<file path="src/rtl/wmem_stream_reader.sv">
// Read-side burst master for the weight memory wrapper. Accepts a (base, length)
// command, issues back-to-back single-cycle-latency reads and streams the words
// through a credit-limited output FIFO so backpressure never drops a word.
module wmem_stream_reader #(
    parameter int unsigned DATA_BIT        = 128,
    parameter int unsigned WMEM_DEPTH      = 1536,
    parameter int unsigned WMEM_ADDR_WIDTH = $clog2(WMEM_DEPTH),
    parameter int unsigned FIFO_DEPTH      = 4
) (
    input  logic                       clk,
    input  logic                       rst_n,
    input  logic                       cmd_valid,
    output logic                       cmd_ready,
    input  logic [WMEM_ADDR_WIDTH-1:0] cmd_base,
    input  logic [WMEM_ADDR_WIDTH:0]   cmd_len,
    input  logic                       abort,
    output logic                       busy,
    output logic                       done,
    output logic                       cmd_err,
    output logic [WMEM_ADDR_WIDTH-1:0] wmem_addr,
    output logic                       wmem_ren,
    input  logic [DATA_BIT-1:0]        wmem_rdata,
    output logic                       out_valid,
    input  logic                       out_ready,
    output logic [DATA_BIT-1:0]        out_data,
    output logic                       out_last
);

    localparam int unsigned AW = WMEM_ADDR_WIDTH;
    localparam int unsigned LW = AW + 1;
    localparam int unsigned SW = AW + 2;
    localparam int unsigned PW = $clog2(FIFO_DEPTH);
    localparam int unsigned CW = PW + 1;

    typedef enum logic [0:0] {
        ST_IDLE  = 1'b0,
        ST_FETCH = 1'b1
    } state_t;

    state_t            state_q;
    state_t            state_d;
    logic              done_d;
    logic              cmd_err_d;

    logic [AW-1:0]     issue_ptr;
    logic [LW-1:0]     issue_left;
    logic              inflight;
    logic              inflight_last;

    logic [DATA_BIT-1:0] fifo_data [FIFO_DEPTH];
    logic [FIFO_DEPTH-1:0] fifo_last;
    logic [PW-1:0]     wr_ptr;
    logic [PW-1:0]     rd_ptr;
    logic [CW-1:0]     fifo_count;

    logic              accept;
    logic [SW-1:0]     cmd_end;
    logic              cmd_bad;
    logic              credit_ok;
    logic              flush;
    logic              push;
    logic              pop;
    logic              last_hs;

    // Command decode, credit check and stream handshakes
    assign cmd_ready = (state_q == ST_IDLE);
    assign busy      = (state_q == ST_FETCH);
    assign accept    = cmd_valid && cmd_ready;
    assign cmd_end   = SW'(cmd_base) + SW'(cmd_len);
    assign cmd_bad   = (cmd_len == '0) || (cmd_end > SW'(WMEM_DEPTH));
    assign credit_ok = ((CW + 1)'(fifo_count) + (CW + 1)'(inflight)) < (CW + 1)'(FIFO_DEPTH);
    assign wmem_ren  = busy && (issue_left != '0) && credit_ok && !abort;
    assign wmem_addr = issue_ptr;
    assign flush     = busy && abort;
    assign out_valid = (fifo_count != '0);
    assign out_data  = fifo_data[rd_ptr];
    assign out_last  = fifo_last[rd_ptr];
    assign push      = inflight && !flush;
    assign pop       = out_valid && out_ready && !flush;
    assign last_hs   = pop && out_last;

    // State register plus the registered done / cmd_err pulses
    always_ff @(posedge clk or negedge rst_n) begin
        if (!rst_n) begin
            state_q <= ST_IDLE;
            done    <= 1'b0;
            cmd_err <= 1'b0;
        end else begin
            state_q <= state_d;
            done    <= done_d;
            cmd_err <= cmd_err_d;
        end
    end

    // Next-state and pulse decode; abort wins over a coincident last handshake
    always_comb begin
        state_d   = state_q;
        done_d    = 1'b0;
        cmd_err_d = 1'b0;
        case (state_q)
            ST_IDLE: begin
                if (accept) begin
                    if (cmd_bad) begin
                        cmd_err_d = 1'b1;
                    end else begin
                        state_d = ST_FETCH;
                    end
                end
            end
            ST_FETCH: begin
                if (abort) begin
                    state_d = ST_IDLE;
                end else if (last_hs) begin
                    state_d = ST_IDLE;
                    done_d  = 1'b1;
                end
            end
            default: state_d = ST_IDLE;
        endcase
    end

    // Issue pointer, remaining-word counter and in-flight read tracking
    always_ff @(posedge clk or negedge rst_n) begin
        if (!rst_n) begin
            issue_ptr     <= '0;
            issue_left    <= '0;
            inflight      <= 1'b0;
            inflight_last <= 1'b0;
        end else begin
            if (accept && !cmd_bad) begin
                issue_ptr  <= cmd_base;
                issue_left <= cmd_len;
            end else if (flush) begin
                issue_left <= '0;
            end else if (wmem_ren) begin
                issue_ptr  <= issue_ptr + AW'(1);
                issue_left <= issue_left - LW'(1);
            end
            inflight      <= wmem_ren;
            inflight_last <= wmem_ren && (issue_left == LW'(1));
        end
    end

    // Output FIFO; an abort flushes it and discards the stale in-flight word
    always_ff @(posedge clk or negedge rst_n) begin
        if (!rst_n) begin
            for (int i = 0; i < int'(FIFO_DEPTH); i++) begin
                fifo_data[i] <= '0;
            end
            fifo_last  <= '0;
            wr_ptr     <= '0;
            rd_ptr     <= '0;
            fifo_count <= '0;
        end else if (flush) begin
            wr_ptr     <= '0;
            rd_ptr     <= '0;
            fifo_count <= '0;
        end else begin
            if (push) begin
                fifo_data[wr_ptr] <= wmem_rdata;
                fifo_last[wr_ptr] <= inflight_last;
                wr_ptr            <= wr_ptr + PW'(1);
            end
            if (pop) begin
                rd_ptr <= rd_ptr + PW'(1);
            end
            fifo_count <= fifo_count + CW'(push) - CW'(pop);
        end
    end

endmodule

</file>
<file path="config.mk">
export PLATFORM = sky130hd
export DESIGN_NAME = wmem_stream_reader
export DESIGN_NICKNAME = d
export VERILOG_FILES = /design/src/rtl/wmem_stream_reader.sv
export SDC_FILE = /design/constraint.sdc
export NUM_CORES = 1
export LEC_CHECK = 0
export CELL_PAD_IN_SITES_DETAIL_PLACEMENT = 1
export CELL_PAD_IN_SITES_GLOBAL_PLACEMENT = 1
export CORE_MARGIN = 5
export CORE_UTILIZATION = 56
export CTS_BUF_LIST = sky130_fd_sc_hd__clkbuf_4
export CTS_CLUSTER_DIAMETER = 50
export CTS_CLUSTER_SIZE = 25
export DETAILED_ROUTE_END_ITERATION = 16
export DONT_BUFFER_PORTS = 1
export HOLD_SLACK_MARGIN = 0.06
export PLACE_DENSITY_LB_ADDON = 0.3
export SLEW_MARGIN = 20
export SYNTH_ARGS = -nofsm -noshare
export SYNTH_HDL_FRONTEND = slang
export SYNTH_SLANG_ARGS = --single-unit
</file>
<file path="constraint.sdc">
create_clock -name clk -period 3.45 [get_ports clk]
set_input_delay 0.5175 -clock clk [delete_from_list [all_inputs] [get_ports clk]]
set_output_delay 0.5175 -clock clk [all_outputs]
set_load 0.05 [all_outputs]
</file>
==> flow_metrics.py <==
metrics = {
    "timing": {
        "setup_viol": 0,
        "finalMaxSlewViolations": 312,
        "period_minus_slack_ns": 3.22,
        "setup_slack_ns": 0.230,
        "worst_pin_slew_ns": 2.32,
        "tns_ns": 0,
        "clock.fmax_mhz": 311,
        "relSlewSlack": -0.547,
        "finClkSkew_ns": 0.0681,
        "finalCritPeriodShare": 0.933,
        "hold_ws_ns": -0.624,
        "rsz0062_at_grt": "no",
        "final-hold-violation-count": 551,
    },
    "clock_network": {
        "clock-root-buffer": "clkbuf_4",
        "cts_tree": "built",
        "hold_buffers": 154,
        "cts_buffers": 49,
        "cts_buffer_depth": 3,
        "worstSkewPairLatency_ns": 0.86,
        "clock-sinks": 551,
        "clk_pin_slew_ns": 0.20,
        "htree_levels": 2,
    },
    "drt": {
        "firstDrtPassIters": 4,
        "via_per_inst": 6.07,
        "wl_per_cell_um": 27.0,
        "drt-initial-drc-count": 807,
        "wl_um": 62000,
        "vias": 13900,
        "ant_nets": 0,
        "drc": 0,
    },
    "floorplan": {
        "fp.dieH_um": 220,
        "ios": 302,
        "dieWidth_um": 220,
        "initial_core_util": 0.569,
        "row_count": 76,
        "core_sq_um": 43300,
        "die_area_sq_um": 48300,
    },
    "layout": {
        "multi_input_area_sq_um": 10500,
        "drive_gt1_frac": 0.476,
        "final_area_sq_um": 27900,
        "regArea_sq_um": 13800,
        "final_cells": 2295,
        "final_core_util": 0.644,
        "nets": 1836,
        "layout_commonest_cell": "dfrtp_1",
        "final_cell_mix": "dfrtp_1, mux2_2, dlygate4sd3_1",
        "syn2layout_area_growth_pct": 13.2,
        "fillCellCount": 3717,
    },
    "yosys": {
        "postSynth.topFlopCell": "dfrtp_1",
        "synth_cell_types": 51,
        "synth_edf_count": 0,
        "synthTopCellsByArea": "dfrtp_1, mux2_2, mux4_2",
        "syn_inst": 1513,
        "yosys_register_bits": 551,
        "yosysTopAreaCell": "dfrtp_1",
        "synth_top_cell_area_share": 0.560,
        "syn_nets": 1692,
        "avgSynthCellArea_sq_um": 16.3,
        "yosysWarnings": 0,
        "ys_seq_area_frac": 0.560,
        "async_flop_share": 1.00,
        "synth_area_sq_um": 24600,
    },
    "setup_path": {
        "rr_endpoint": "wmem_addr[8]",
        "required_ns": 2.93,
        "cp-end-kind": "primary output",
        "cp-start-kind": "register",
        "cp_max_fo": 41,
        "critical_path_arrival_ns": 2.70,
        "ff2ff_path_depth": 9,
        "worstSetupStartpoint": "rd_ptr[1]",
        "path_class": "register to primary output",
        "crit_end": "out_data[63]",
        "reg2reg_from": "inflight",
        "rrSetupSlack_ns": 0.44,
    },
    "global_routing": {
        "grt_first_pass_wirelength_um": 98500,
        "grt.met3_usage": 0.0749,
        "grt_start_max_net_pins": 552,
        "met1_usage": 0.319,
        "top_usage_layer": "met2",
        "grt.met2_usage": 0.461,
        "antenna_found_initial": 15,
        "grt_pass1_vias": 16300,
        "grt_util_all_layers": 0.263,
        "grt-ovfl-total": 0,
    },
    "placed_design": {
        "portBuffers": 0,
        "place_ws_ns": 0.178,
        "gp_congestion": 0.834,
        "placed_area_sq_um": 25500,
        "hpwlAfterDp_um": 36600,
        "dp.cells": 2035,
    },
    "power_and_ir_drop": {
        "power_density_nw_per_um2": 980,
        "ir_worst_vdd_uv": 630,
        "power.total_mw": 27.3,
        "leakage_nw": 12.9,
    },
    "status": {
        "violations": "hold timing, slew limit",
        "status": "finished, violations left",
    },
    "flow_run": {
        "cap_violations": 0,
    },
    "min_path": {
        "hold_path_class": "input pin to async pin",
    },
}
==> sequential cells by signal (all words and copies together), names as in the netlist <==
name and flops:
done 1, wr_ptr 2, fifo_last 4, busy 1, wmem_addr 11, issue_left 12, fifo_count 3, cmd_err 1
fifo_data 512, rd_ptr 2, inflight_last 1, inflight 1
==> timing repair <==
action	4_1_cts	5_1_grt
endpoints found under the setup margin	1	1
setup buffers	2	0
endpoints found under the hold margin	1092	551
pin swaps	1	0
resized for setup	1	1
==> area by class of cell <==
type / count / area share
Antenna cell: 17 / 0.00153
Clock buffer: 51 / 0.0137
Clock inverter: 36 / 0.0144
Inverter: 14 / 0.00202
Multi-Input combinational cell: 856 / 0.376
Sequential cell: 551 / 0.495
Tap cell: 585 / 0.0263
Timing Repair Buffer: 185 / 0.0713
==> cells by family after synthesis <==
logic type,after synthesis,synth area share
multiplexers,670,0.368
flip-flops,551,0.560
buffers and inverters,106,0.0169
AND/OR/NAND/NOR,93,0.0200
AO/OA/AOI/OAI,43,0.0129
XOR/XNOR,27,0.00961
adder cells (fa/ha/maj),23,0.0123
==> Yosys cell counts (all sizes together) (3+ instances only) <==
master / count
xnor2: 17
nor4: 6
inv: 14
a21oi: 13
xor2: 10
dfrtp: 551
mux4: 129
nand2: 16
a211oi: 3
a21o: 6
or4: 3
nor2: 23
buf: 27
mux2: 539
ha: 21
nor3: 7
nand3: 15
nand4: 6
clkbuf: 65
o21ai: 7
and2: 6
==> report_power, final <==
| part | switching (mW) | total, mW | leakage [nW] | internal (mW) |
|---|---|---|---|---|
| Clock | 2.37 | 3.53 | 0.427 | 1.16 |
| Combinational | 7.48 | 12.4 | 5.25 | 4.89 |
| Sequential | 2.14 | 11.4 | 7.19 | 9.27 |
==> layer usage <==
| metal | up-vias | wire length (um) |
|---|---|---|
| met5 | - | 34 |
| met1 | 7512 | 24100 |
| met3 | 115 | 3770 |
| met4 | 6 | 1730 |
| li1 | 5949 | - |
| met2 | 345 | 32400 |
==> critical path, stage by stage (launching register included) <==
cell and delay, ns:
dfrtp_4 0.97, buf_4 0.36, mux4_2 0.52
==> worst min-delay path by stage <==
stage               start              to  slack, ns  cells after the start
floorplan           rst_n            busy       0.22                      0
global placement    rst_n    wmem_addr[3]       0.23                      0
detailed placement  rst_n    wmem_addr[4]       0.23                      0
CTS                 rst_n   fifo_data[24]      -0.72                      0
global route        rst_n  fifo_data[347]      -0.71                      0
finish              rst_n  fifo_data[347]      -0.62                      0
Note: power is estimated with default switching activity, not from simulation.
